<file path="config.mk">
export PLATFORM = sky130hd
export DESIGN_NAME = vga_fb_writer
export DESIGN_NICKNAME = d
export VERILOG_FILES = /design/src/rtl/vga_fb_writer.sv
export SDC_FILE = /design/constraint.sdc
export NUM_CORES = 1
export LEC_CHECK = 0
export CAP_MARGIN = 10
export CORE_MARGIN = 1
export CORE_UTILIZATION = 45
export CTS_CLUSTER_SIZE = 14
export DETAILED_ROUTE_END_ITERATION = 6
export PLACE_DENSITY_LB_ADDON = 0.12
export SYNTH_ARGS = -nofsm -noshare
export SYNTH_HDL_FRONTEND = slang
export SYNTH_SLANG_ARGS = --single-unit
</file>
<file path="constraint.sdc">
create_clock -name clk -period 5.52 [get_ports clk]
set_input_delay 1.104 -clock clk [delete_from_list [all_inputs] [get_ports clk]]
set_output_delay 1.104 -clock clk [all_outputs]
set_load 0.02 [all_outputs]
</file>
<file path="src/rtl/vga_fb_writer.sv">
// Bus-to-framebuffer pixel writer with a 4-deep write FIFO.
// Optional rectangle-free linear fill engine enabled by VGA_FB_FILL_EN.
module vga_fb_writer (
    input  logic        clk,
    input  logic        clrn,
    input  logic [31:0] WriteAddrIn,
    input  logic [31:0] WriteDataIn,
    input  logic        WriteEnableIn,
    input  logic [3:0]  WriteStrb,
    output logic        SlaverWriteReady,
    output logic [18:0] FbAddr,
    output logic [23:0] FbData,
    output logic        FbWriteEnable,
    input  logic        FbWriteOk,
    output logic        Busy
);
    localparam logic [18:0] PIX_TOTAL = 19'd307200;

`ifdef VGA_FB_FILL_EN
    typedef enum logic [1:0] {S_IDLE, S_DRAIN, S_FILL} state_t;
`else
    typedef enum logic [1:0] {S_IDLE, S_DRAIN} state_t;
`endif

    state_t state, state_next;

    logic [18:0] fifo_addr [4];
    logic [23:0] fifo_data [4];
    logic [1:0]  wr_ptr, rd_ptr;
    logic [2:0]  count, count_next;
    logic        empty, full;
    logic        accept, push, pop, go;
    logic [18:0] pix_idx;
    logic        unused_bits;

    assign unused_bits = ^{WriteAddrIn[31:22], WriteAddrIn[1:0],
                           WriteDataIn[31:24], WriteStrb[3]};

    assign empty   = (count == 3'd0);
    assign full    = (count == 3'd4);
    assign accept  = WriteEnableIn && SlaverWriteReady;
    assign pix_idx = WriteAddrIn[20:2];
    assign push    = accept && !WriteAddrIn[21]
                  && (WriteStrb[2:0] == 3'b111)
                  && (pix_idx < PIX_TOTAL);
    assign pop     = (state == S_DRAIN) && !empty && FbWriteOk;
    assign count_next = count + {2'b00, push} - {2'b00, pop};

    always_ff @(posedge clk) begin
        if (push) begin
            fifo_addr[wr_ptr] <= pix_idx;
            fifo_data[wr_ptr] <= WriteDataIn[23:0];
        end
    end

    always_ff @(posedge clk) begin
        if (!clrn) begin
            wr_ptr <= 2'd0;
            rd_ptr <= 2'd0;
            count  <= 3'd0;
        end else begin
            if (push) wr_ptr <= wr_ptr + 2'd1;
            if (pop)  rd_ptr <= rd_ptr + 2'd1;
            count <= count_next;
        end
    end

`ifdef VGA_FB_FILL_EN
    logic [23:0] fill_color;
    logic [18:0] fill_start, fill_count, fill_idx, fill_left;
    logic        reg_wr, fill_null, fill_begin, fill_ack;
    logic        fill_last, fill_done;

    assign reg_wr     = accept && WriteAddrIn[21];
    assign fill_null  = (fill_count == 19'd0) || (fill_start >= PIX_TOTAL);
    assign fill_begin = (state == S_IDLE) && empty && go && !fill_null;
    assign fill_ack   = (state == S_FILL) && FbWriteOk;
    assign fill_last  = (fill_left == 19'd1)
                     || (fill_idx + 19'd1 == PIX_TOTAL);
    // Empty or off-screen requests complete from IDLE without a write.
    assign fill_done  = ((state == S_IDLE) && empty && go && fill_null)
                     || (fill_ack && fill_last);

    always_ff @(posedge clk) begin
        if (!clrn) begin
            fill_color <= 24'd0;
            fill_start <= 19'd0;
            fill_count <= 19'd0;
            fill_idx   <= 19'd0;
            fill_left  <= 19'd0;
            go         <= 1'b0;
        end else begin
            if (fill_begin) begin
                fill_idx  <= fill_start;
                fill_left <= fill_count;
            end
            if (fill_ack) begin
                fill_idx  <= fill_idx + 19'd1;
                fill_left <= fill_left - 19'd1;
            end
            if (fill_done) go <= 1'b0;
            if (reg_wr) begin
                unique case (WriteAddrIn[3:2])
                    2'd0: fill_color <= WriteDataIn[23:0];
                    2'd1: fill_start <= WriteDataIn[18:0];
                    2'd2: fill_count <= WriteDataIn[18:0];
                    2'd3: if (WriteDataIn[0]) go <= 1'b1;
                endcase
            end
        end
    end
`else
    assign go = 1'b0;
`endif

    always_ff @(posedge clk) begin
        if (!clrn) state <= S_IDLE;
        else       state <= state_next;
    end

    always_comb begin
        state_next = state;
        unique case (state)
            S_IDLE: begin
                if (!empty) state_next = S_DRAIN;
`ifdef VGA_FB_FILL_EN
                else if (fill_begin) state_next = S_FILL;
`endif
            end
            S_DRAIN: if (count_next == 3'd0) state_next = S_IDLE;
`ifdef VGA_FB_FILL_EN
            S_FILL: if (fill_ack && fill_last) state_next = S_IDLE;
`endif
            default: state_next = S_IDLE;
        endcase
    end

    always_comb begin
        FbWriteEnable = 1'b0;
        FbAddr        = 19'd0;
        FbData        = 24'd0;
        unique case (state)
            S_DRAIN: begin
                if (!empty) begin
                    FbWriteEnable = 1'b1;
                    FbAddr        = fifo_addr[rd_ptr];
                    FbData        = fifo_data[rd_ptr];
                end
            end
`ifdef VGA_FB_FILL_EN
            S_FILL: begin
                FbWriteEnable = 1'b1;
                FbAddr        = fill_idx;
                FbData        = fill_color;
            end
`endif
            default: ;
        endcase
`ifdef VGA_FB_FILL_EN
        SlaverWriteReady = !full && (state != S_FILL);
`else
        SlaverWriteReady = !full;
`endif
        Busy = !empty || (state != S_IDLE) || go;
    end
endmodule
</file>
* After elaboration in Yosys (flattened, before gate mapping) *
Memory sizes are Yosys's and may differ from the RTL's. A register that Yosys moved wholly into a read port is not among the register bits.
Index checks and enable logic that the tools add are counted.

word-level totals
  register bits = 9
  output and inout bits = 46
  memory bits (writable) = 172
  input bits = 72
  logic and storage cells = 46
  memories kept = 2

memories
  memory     depth  width  rd ports  clocked after memory_dff  write ports  RTL line  RTL
  fifo_data  4      24     1         1                         1            28        logic [23:0] fifo_data [4];
  fifo_addr  4      19     1         1                         1            27        logic [18:0] fifo_addr [4];

cells by class
  eq/ne operators = 5
  $lt $le $gt $ge = 1
  reductions and logical operators = 15
  add/sub/neg operators = 4
  muxes and demuxes = 15

operators with widths
  operator                                                                  number
  24-bit 2-to-1 mux                                                         2
  19-bit 2-to-1 mux                                                         2
  19-bit < comparator (second input constant)                               1
  2-bit 2-to-1 mux                                                          6
  3-bit equality test (second input constant)                               2
  1-bit logical AND                                                         6
  3-bit logical NOT                                                         2
  2-bit by 1-bit adder with 2-bit output (second input constant)            2
  1-bit 2-to-1 mux                                                          4
  2-bit case mux with 2 select lines                                        1
  3-bit by 1-bit adder with 3-bit output                                    1
  1-bit logical NOT                                                         3
  3-bit by 1-bit subtractor with 3-bit output                               1
  2-bit by 1-bit equality test with 1-bit output (second input constant)    1
  2-bit logical NOT                                                         1
  2-bit by 1-bit inequality test with 1-bit output (second input constant)  1
  2-bit inequality test (second input constant)                             1
  2-bit AND reduction                                                       1
  2-bit nonzero test                                                        1
  1-bit logical OR                                                          1

* Longest topological paths before layout *
Gate-level depths: netlist (run 1).

  depth in word-level cells = 11
  gate-level depth with buffers = 14
  depth with buffers taken out = 13

* Worst setup path after synthesis (run 1) *
Ideal clock, no wire load.

  path type = in2reg
  start = in WriteAddrIn[16]
  end = reg state[0]
  stages = 14
  required time = 5405 ps
  library setup time = 115 ps
  arrival time = 3288 ps
  path buffers = 1
  path slack = 2117 ps
  cell sequence = a211o_1 o21ai_0 and4_1 buf_2 inv_1 ha_1 inv_1 ha_1 inv_1 fa_1 xor2_1 xnor2_1 nand4b_1 and3_1

on the way
  longest elaborated chain between the ends = 7

ends and longest elaborated chain
  what                                                        RTL line  RTL
  start: declaration                                          6         input logic [31:0] WriteAddrIn,
  19-bit < comparator                                         45        && (pix_idx < PIX_TOTAL);
  1-bit logical AND                                           45
  3-bit by 1-bit adder with 3-bit output                      47        assign count_next = count + {2'b00, push} - {2'b00, pop};
  3-bit by 1-bit subtractor with 3-bit output                 47
  3-bit logical NOT                                           130       S_DRAIN: if (count_next == 3'd0) state_next = S_IDLE;
  2-bit by 1-bit inequality test with 1-bit output (no line)  --
  2-bit AND reduction (no line)                               --
  end signal: assignment                                      118       else state <= state_next;
  end: declaration                                            25        state_t state, state_next;

Every way passes these cells.
A chain may end at the register's enable or synchronous reset.

==> results.toml, run 1 <==
[status]
status = "finished clean"

[global_routing]
overflow = 0
grtUsageMet1_pct = 21.1
met2_usage_pct = 28.1
grt_antenna_before_repair = 0
grtUsageMet3_pct = 4.90
grt_pass1_wl_um = 19700
grt_max_degree = 47
gr-max-usage-layer = "met2"
groute.usage.overall_pct = 17.0
grt_pass1_vias = 3681

[layout]
multi_input_area_um2 = 1570
drive_gt1_share_pct = 17.7
final-seq-area_um2 = 5370
nFillCells = 1205
area_growth_pct = 24.2
antennaDiodeCount = 0
nets = 514

[sta]
finalHoldViolCount = 0
rsz0062_at_grt = "no"
setup_tns_ns = 0
worst_pin_slew_ns = 0.954
timing.fmax_mhz = 256
worst_slack_ns = 1.62
fin_skew_ns = 0.00607
min_period_ns = 3.90
setup_violations = 0
fin_crit_sh_pct = 70.7
finalMaxSlewViolations = 0
relSlewSlack_pct = 36.4

[placed_design]
place.gp.congestion = 0.722
port_buffers = 96
pre_cts_ws_ns = 1.32
place_hpwl_um = 7180

[clock_network]
post_cts_buffers = 0
cts_buffers = 17
root_buffer = "clkbuf_16"
clk_latency_ns = 0.42
cts_tree = "done"
path_clk_slew_ns = 0.06
ctsResizeCount = 0
cts_hold_repair.buffers = 0
cts.sinks = 182
cts_max_path_buffers = 2
htree_levels = 4

[worst_setup_path]
worst-path-max-fanout = 29
crit_type = "reg2out"
r2r_end = "state[0]$_SDFFE_PN0P_"
critPathLaunchType = "register"
arrival_ns = 2.80
reg2reg_depth = 11
r2r_setup_slack_ns = 2.39
crit_end = "FbData[14]"
worstSetupEndpointType = "output port"
reg2reg_from = "count[1]$_SDFF_PN0_"
crit_required_ns = 4.42

[synthesis]
syn_nets = 408
syn_avg_cell_area_um2 = 21.5
ys_ff_latch = 182
syn_area_um2 = 7090
syn_inst = 329
yosysSeqAreaShare_pct = 75.7
yosysWarnings = 0
yosysUniqueCellTypes = 27

[route]
num_vias = 3390
viasPerCell = 5.15
drc = 0
first_pass_iters = 5
finalWirelength_um = 12500
drt_iter0_markers = 246
routedWlPerCell_um = 19.0
ant_nets = 0

[die]
die_width_um = 128
rows = 45
start_util_pct = 46.3
die_h_um = 128
die_area_um2 = 16300
core-area_um2 = 15300
pin_count = 118

[power_and_ir_drop]
pwr-share-clk_pct = 42.7
intPower_w = 0.00225
leakage_nw = 2.80
power_density_nw_per_um2 = 312
p_sw_share_pct = 18.2
p_comb_share_pct = 2.1
vdd_ir_drop_max_uv = 214
p_seq_share_pct = 55.1
switchingPower_w = 0.000498

[job]
drv_cap = 0

[worst_hold_path]
min_path_type = "reg2reg"
hp-start = "wr_ptr[1]$_SDFFE_PN0P_"
whs_path_depth = 2
-- metrics by stage --
step                      area, um2  hold slack, ns  total power (W)  utilization [%]  cells
after floorplan                7090           0.468          0.00155                -    329
after global placement         8240           0.475          0.00160             53.8    627
after detailed placement       8240           0.498          0.00160             53.8    627
after CTS                      8810           0.509          0.00277             57.5    658
after global routing           8810           0.524          0.00282             57.5    658
final                          8810           0.510          0.00274             57.5    658
-- final cells by class --
cell class | count | area share, %
sequential | 182 | 61.0
timing repair buffer | 103 | 11.5
inverter | 5 | 0.213
multi-input combinational | 126 | 17.8
clock inverter | 13 | 1.58
tap | 211 | 3.00
clock buffer | 18 | 4.87
-- logic make-up (layout without fill, tap and decap cells) --
logic type	count (synthesis)	count (layout)	synth area share, %
and+or+nand+nor	67	67	5.83
adders and majority gates	7	7	1.34
buffers and inverters	21	139	2.22
DFF	182	182	75.7
xor gates and xnor gates	4	4	0.494
muxes	45	45	14.1
AOI/OAI and AO/OA	3	3	0.318
-- critical path: stages (launching register included) --
cell             delay, ns
dfxtp_2               0.87
buf_4                 0.41
mux4_2                0.35
and2_1                0.19
clkdlybuf4s50_1       0.53
-- registers in the layout, summed over array words and instances (netlist names), named ones only --
signal / flops
state: 1
count: 3
fifo_data: 96
rd_ptr: 2
fifo_addr: 76
wr_ptr: 2
-- how the worst min path moves through the flow --
stage / slack (ns) / endpoint
2_1_floorplan: 0.47 / wr_ptr[1]$_SDFFE_PN0P_
3_3_place_gp: 0.48 / wr_ptr[0]$_SDFFE_PN0P_
3_5_place_dp: 0.50 / wr_ptr[1]$_SDFFE_PN0P_
4_1_cts: 0.51 / wr_ptr[1]$_SDFFE_PN0P_
5_1_grt: 0.52 / wr_ptr[1]$_SDFFE_PN0P_
6_report: 0.51 / wr_ptr[1]$_SDFFE_PN0P_
-- per-layer routing --
metal  wire length [um]  part of all wire (%)
met4                182                   1.5
met2               6380                    51
met5                  0                     0
met3                597                   4.8
met1               5360                    43
-- cell usage after synthesis --
library cell	instances	area (um2)
and4_1	1	8.76
o21ai_0	1	5.00
nand4b_1	1	8.76
xor2_1	1	8.76
buf_2	5	25.0
nor2b_1	4	25.0
a211o_1	1	8.76
and4b_1	1	10.0
buf_6	1	11.3
buf_12	4	80.1
edfxtp_1	172	5160
dfxtp_1	10	200
or4_1	1	7.51
and3_1	2	12.5
inv_1	5	18.8
xnor2_1	3	26.3
clkbuf_1	6	22.5
mux4_1	3	78.8
o31a_1	1	8.76
nor2_1	1	3.75
mux4_2	40	901
nand3_1	1	5.00
and2_1	50	313
mux2i_1	2	20.0
nand2_1	5	18.8
fa_1	1	20.0
ha_1	6	75.1
-- cell usage in the layout (no fill, tap or decap), drive strengths merged, types with 2 or more instances in the layout --
master,n
clkdlybuf4s50,96
dfxtp,10
clkinv,8
bufinv,3
ha,6
and3,2
and2,50
nand2,5
mux2i,2
xnor2,3
mux4,43
nor2b,4
edfxtp,172
clkbuf,18
clkinvlp,2
buf,7
inv,5
-- power groups by stage --
stage / Sequential (W) / Combinational [W] / Clock (W)
after global routing: 0.00151 / 0.0000640 / 0.00124
final: 0.00151 / 0.0000588 / 0.00117
after global placement: 0.00154 / 0.0000559 / 0
after detailed placement: 0.00154 / 0.0000590 / 0
after CTS: 0.00151 / 0.0000593 / 0.00120
after floorplan: 0.00154 / 0.00000778 / 0
No activity file was read; power rests on OpenSTA's default activity.
==> inputs of run 2 (changes only) <==
Clock period 5.52 ns to 3.8 ns, I/O delays scaled along.
==> run 2 against run 1 <==
Against the previous run: sequential share of layout area shrank 1.0 points; critical path depth unchanged; global-route usage is 0.078 points lower; clock skew shrank 0.0015 ns; design area is 1.7% higher; worst hold slack better by 0.00094 ns; register-to-register slack lost 1.4 ns; largest cell class unchanged.
==> results.toml, run 2 (same netlist as run 1, synthesis figures left out) <==
[clock_network]
clk_latency_ns = 0.42
path_clk_slew_ns = 0.06
cts_max_path_buffers = 2
cts.sinks = 182
post_cts_buffers = 0
cts_tree = "done"
cts_buffers = 17
ctsResizeCount = 0
root_buffer = "clkbuf_16"
htree_levels = 4
cts_hold_repair.buffers = 0

[route]
drt_iter0_markers = 163
ant_nets = 0
routedWlPerCell_um = 18.7
drc = 0
first_pass_iters = 4
num_vias = 3369
wl_met3_um = 494
viasPerCell = 5.05
finalWirelength_um = 12500
m1WireLength_um = 5340
wl_met2_um = 6410
highest_layer = "met4"

[worst_setup_path]
r2r_end = "state[0]$_SDFFE_PN0P_"
arrival_ns = 2.65
worstSetupEndpointType = "output port"
critPathSlowestCell = "dfxtp_4"
path_cells = "buf_4 -> mux4_1 -> and2_1 -> clkdlybuf4s50_1"
r2r_setup_slack_ns = 1.01
worst-path-max-fanout = 21
crit_required_ns = 3.04
reg2reg_from = "count[1]$_SDFF_PN0_"
cp_slowest_stage_delay_ns = 0.64
critPathLaunchType = "register"
reg2reg_depth = 11
crit_type = "reg2out"

[die]
die_width_um = 128
rows = 45
die_area_um2 = 16300
start_util_pct = 46.3
die_h_um = 128
pin_count = 118
core-area_um2 = 15300

[sta]
rsz0062_at_grt = "no"
setup_tns_ns = 0
finalMaxSlewViolations = 0
fin_skew_ns = 0.00455
fin_crit_sh_pct = 89.7
timing.fmax_mhz = 293
relSlewSlack_pct = 69.7
finalHoldViolCount = 0
setup_violations = 0
worst_pin_slew_ns = 0.455
min_period_ns = 3.41

[layout]
drive_gt1_share_pct = 19.7
largest_register = "fifo_data"
largest_registers = "fifo_data: 96 flops, fifo_addr: 76 flops, count: 3 flops"
area_growth_pct = 26.4
nets = 522
largest_register_ffs = 96
final_util_pct = 58.5
final_common_cell = "edfxtp_1"
antennaDiodeCount = 0
final_cell_mix = "172 x edfxtp_1, 96 x clkdlybuf4s50_1, 46 x and2_1"

[global_routing]
grt_max_degree = 28
groute.usage.overall_pct = 16.9
grt_pass1_vias = 3589
overflow = 0
grt_antenna_before_repair = 0
grt_pass1_wl_um = 19500

[status]
status = "finished clean"

[placed_design]
place.gp.congestion = 0.712
port_buffers = 96
place_hpwl_um = 7660

[power_and_ir_drop]
p_sw_share_pct = 18.2
p_seq_share_pct = 54.8
p_comb_share_pct = 2.2
intPower_w = 0.00328
leakage_nw = 2.87
power_density_nw_per_um2 = 447
pwr-share-clk_pct = 43.0
switchingPower_w = 0.000729
vdd_ir_drop_max_uv = 302

[job]
drv_cap = 0

[worst_hold_path]
min_path_type = "reg2reg"
hp-start = "wr_ptr[0]$_SDFFE_PN0P_"
whs_path_depth = 2
whs_endpoint = "wr_ptr[0]$_SDFFE_PN0P_"
## run 2: cell count changes in the layout (fill, tap and decap cells not counted), sizes merged
cell    change
buf         +8
clkinv      -1
inv         +2
## run 2: power by group through the flow
stage / Combinational (W) / Clock (W) / Sequential (W)
after CTS: 0.0000880 / 0.00177 / 0.00220
after floorplan: 0.0000113 / 0 / 0.00224
after detailed placement: 0.0000875 / 0 / 0.00224
final: 0.0000870 / 0.00172 / 0.00220
after global placement: 0.0000832 / 0 / 0.00224
after global routing: 0.0000937 / 0.00184 / 0.00220
## run 2: worst max-delay path by stage
stage | from | endpoint | slack (ns)
2_1_floorplan | WriteAddrIn[16] | state[0]$_SDFFE_PN0P_ | 0.74
3_3_place_gp | WriteAddrIn[17] | state[0]$_SDFFE_PN0P_ | 0.14
3_5_place_dp | WriteAddrIn[19] | state[0]$_SDFFE_PN0P_ | 0.09
4_1_cts | register | FbAddr[18] | 0.30
5_1_grt | register | FbAddr[18] | 0.22
6_report | register | FbAddr[18] | 0.39
## run 2: through the flow
| step | hold WS, ns | worst slack, ns | instance area (um2) | cells | total power [W] |
|---|---|---|---|---|---|
| 6_report | 0.511 | 0.390 | 8960 | 667 | 0.00401 |
| 5_1_grt | 0.531 | 0.218 | 8960 | 667 | 0.00413 |
| 4_1_cts | 0.509 | 0.300 | 8960 | 667 | 0.00405 |
| 3_5_place_dp | 0.500 | 0.0947 | 8370 | 635 | 0.00233 |
| 3_3_place_gp | 0.486 | 0.143 | 8370 | 635 | 0.00232 |
| 2_1_floorplan | 0.468 | 0.741 | 7090 | 329 | 0.00225 |
## run 2: layout make-up
type                            count  area [um2]
Sequential cell                   182        5370
Timing Repair Buffer              111        1150
Tap cell                          211         264
Multi-Input combinational cell    126        1570
Inverter                            5        18.8
Clock buffer                       18         429
Fill cell                        1176        6350
Clock inverter                     14         158
## run 2: worst max-delay path, delay by kind of cell, from the launching register on
kind,cells,cell delay (ns)
buffers and inverters,2,0.83
DFF,1,0.64
muxes,1,0.58
and+or+nand+nor,1,0.18
## run 2: layer usage
metal / GRT usage, % / vias to the layer above
met5: 0 / -
met4: 7.28 / 0
met3: 4.61 / 17
met2: 27.9 / 65
met1: 21.1 / 1736
li1: - / 1551
==> inputs of run 3 (changes only) <==
Settings changed: DONT_BUFFER_PORTS set to 1.
==> run 3 against run 2 <==
Against the previous run: design area shrank 11%; clock power grew 2%; maximum frequency grew 14%; critical path depth fell by 1; clock-buffer cell count up 2; worst hold slack worse by 0.084 ns; power fell by 0.78%; flip-flop and latch count did not move; global-route usage decreased by 0.48 points; sequential share of layout area is 7.7 points higher; largest power group unchanged.
==> results.toml, run 3 (same netlist as run 1, synthesis figures left out) <==
[clock_network]
clk_latency_ns = 0.42
ctsResizeCount = 0
cts_hold_repair.buffers = 0
cts.sinks = 182
htree_levels = 4
path_clk_slew_ns = 0.06
root_buffer = "clkbuf_16"
post_cts_buffers = 0
cts_buffers = 17
cts_tree = "done"
cts_max_path_buffers = 2

[layout]
nets = 420
largest_register_ffs = 96
drive_gt1_share_pct = 22.9
area_growth_pct = 12.0
final_cell_mix = "172 x edfxtp_1, 46 x and2_1, 40 x mux4_2"
largest_register = "fifo_data"
final_common_cell = "edfxtp_1"
largest_registers = "fifo_data: 96 flops, fifo_addr: 76 flops, count: 3 flops"
antennaDiodeCount = 0

[worst_hold_path]
min_path_type = "in2reg"

[worst_setup_path]
arrival_ns = 2.24
critPathLaunchType = "register"
crit_required_ns = 3.04
worstSetupEndpointType = "output port"
path_cells = "buf_4 -> mux4_2 -> and2_1"
crit_type = "reg2out"
cp_slowest_stage_delay_ns = 0.67
cp_top_family = "flip-flops"
cp_num_buf_inv = 1
worst-path-max-fanout = 24
critPathSlowestCell = "dfxtp_4"

[route]
num_vias = 3022
finalWirelength_um = 12000
drc = 0
routedWlPerCell_um = 21.2
drt_iter0_markers = 233
first_pass_iters = 4
ant_nets = 0
viasPerCell = 5.36

[power_and_ir_drop]
pwr-share-clk_pct = 44.4
p_comb_share_pct = 0.3
intPower_w = 0.00329
p_sw_share_pct = 17.2
p_seq_share_pct = 55.3
power_density_nw_per_um2 = 501
leakage_nw = 2.48
vdd_ir_drop_max_uv = 298
switchingPower_w = 0.000684
p_total_w = 0.00397

[sta]
timing.fmax_mhz = 334
finalHoldViolCount = 0
rsz0062_at_grt = "no"
relSlewSlack_pct = 51.5
setup_violations = 0
min_period_ns = 3.00
finalMaxSlewViolations = 0
setup_tns_ns = 0
fin_skew_ns = 0.00848
worst_slack_ns = 0.802
fin_crit_sh_pct = 78.9
worst_pin_slew_ns = 0.727

[global_routing]
grt_max_degree = 46
grt_antenna_before_repair = 0
overflow = 0
grt_pass1_wl_um = 18900
grt_pass1_vias = 3319
groute.usage.overall_pct = 16.5

[status]
status = "finished clean"

[placed_design]
place_hpwl_um = 7030
port_buffers = 0
place.gp.congestion = 0.674
pre_cts_ws_ns = 0.473

[die]
core-area_um2 = 15300
die_width_um = 128
rows = 45
die_area_um2 = 16300
die_h_um = 128
pin_count = 118
start_util_pct = 46.3

[job]
drv_cap = 0
## run 3: cell count changes in the layout (fill, tap and decap cells not counted)
cell,before,now
clkdlybuf4s50_1,96,0
bufinv_16,3,4
clkinv_2,3,2
clkinvlp_4,2,1
buf_4,9,5
buf_12,6,4
clkbuf_1,1,3
inv_6,2,0
## run 3: through the flow
stage / utilization (%) / hold WS (ns) / area, um2 / std cells
after floorplan: - / 0.468 / 7090 / 329
after global placement: 47.9 / 0.481 / 7340 / 533
after detailed placement: 47.9 / 0.493 / 7340 / 533
after CTS: 51.8 / 0.408 / 7940 / 564
after global routing: 51.8 / 0.405 / 7940 / 564
final: 51.8 / 0.427 / 7940 / 564
## run 3: path summary, 6_finish.rpt
path | start | to | slack, ns | cells past startpoint
min reg2reg | wr_ptr[1]$_SDFFE_PN0P_ | wr_ptr[1]$_SDFFE_PN0P_ | 0.50 | 2
max reg2reg | count[1]$_SDFF_PN0_ | state[0]$_SDFFE_PN0P_ | 1.01 | 13
max | register | FbData[6] | 0.80 | 3
min | WriteDataIn[15] | fifo_data[1][15]$_DFFE_PP_ | 0.43 | 0
## run 3: layout make-up
class                      instances  area (um2)
fill                            1251        7380
sequential                       182        5370
multi-input combinational        126        1570
clock buffer                      20         437
tap                              211         264
clock inverter                    11         158
timing repair buffer               9         118
inverter                           5        18.8
## run 3: per-layer routing
metal	GRT usage, %	part of all wire [%]	wire (um)	vias up
li1	-	-	-	1339
met1	19.7	41	4860	1585
met2	27.0	51	6120	80
met3	5.70	6.3	750	18
met4	7.35	1.9	224	0
met5	0	0	0	-
## run 3: power by group through the flow
stage | sequential, W | combinational (W) | clock [W]
2_1_floorplan | 0.00224 | 0.0000113 | 0
3_3_place_gp | 0.00224 | 0.0000133 | 0
3_5_place_dp | 0.00224 | 0.0000134 | 0
4_1_cts | 0.00220 | 0.0000135 | 0.00180
5_1_grt | 0.00220 | 0.0000147 | 0.00189
6_report | 0.00220 | 0.0000131 | 0.00176
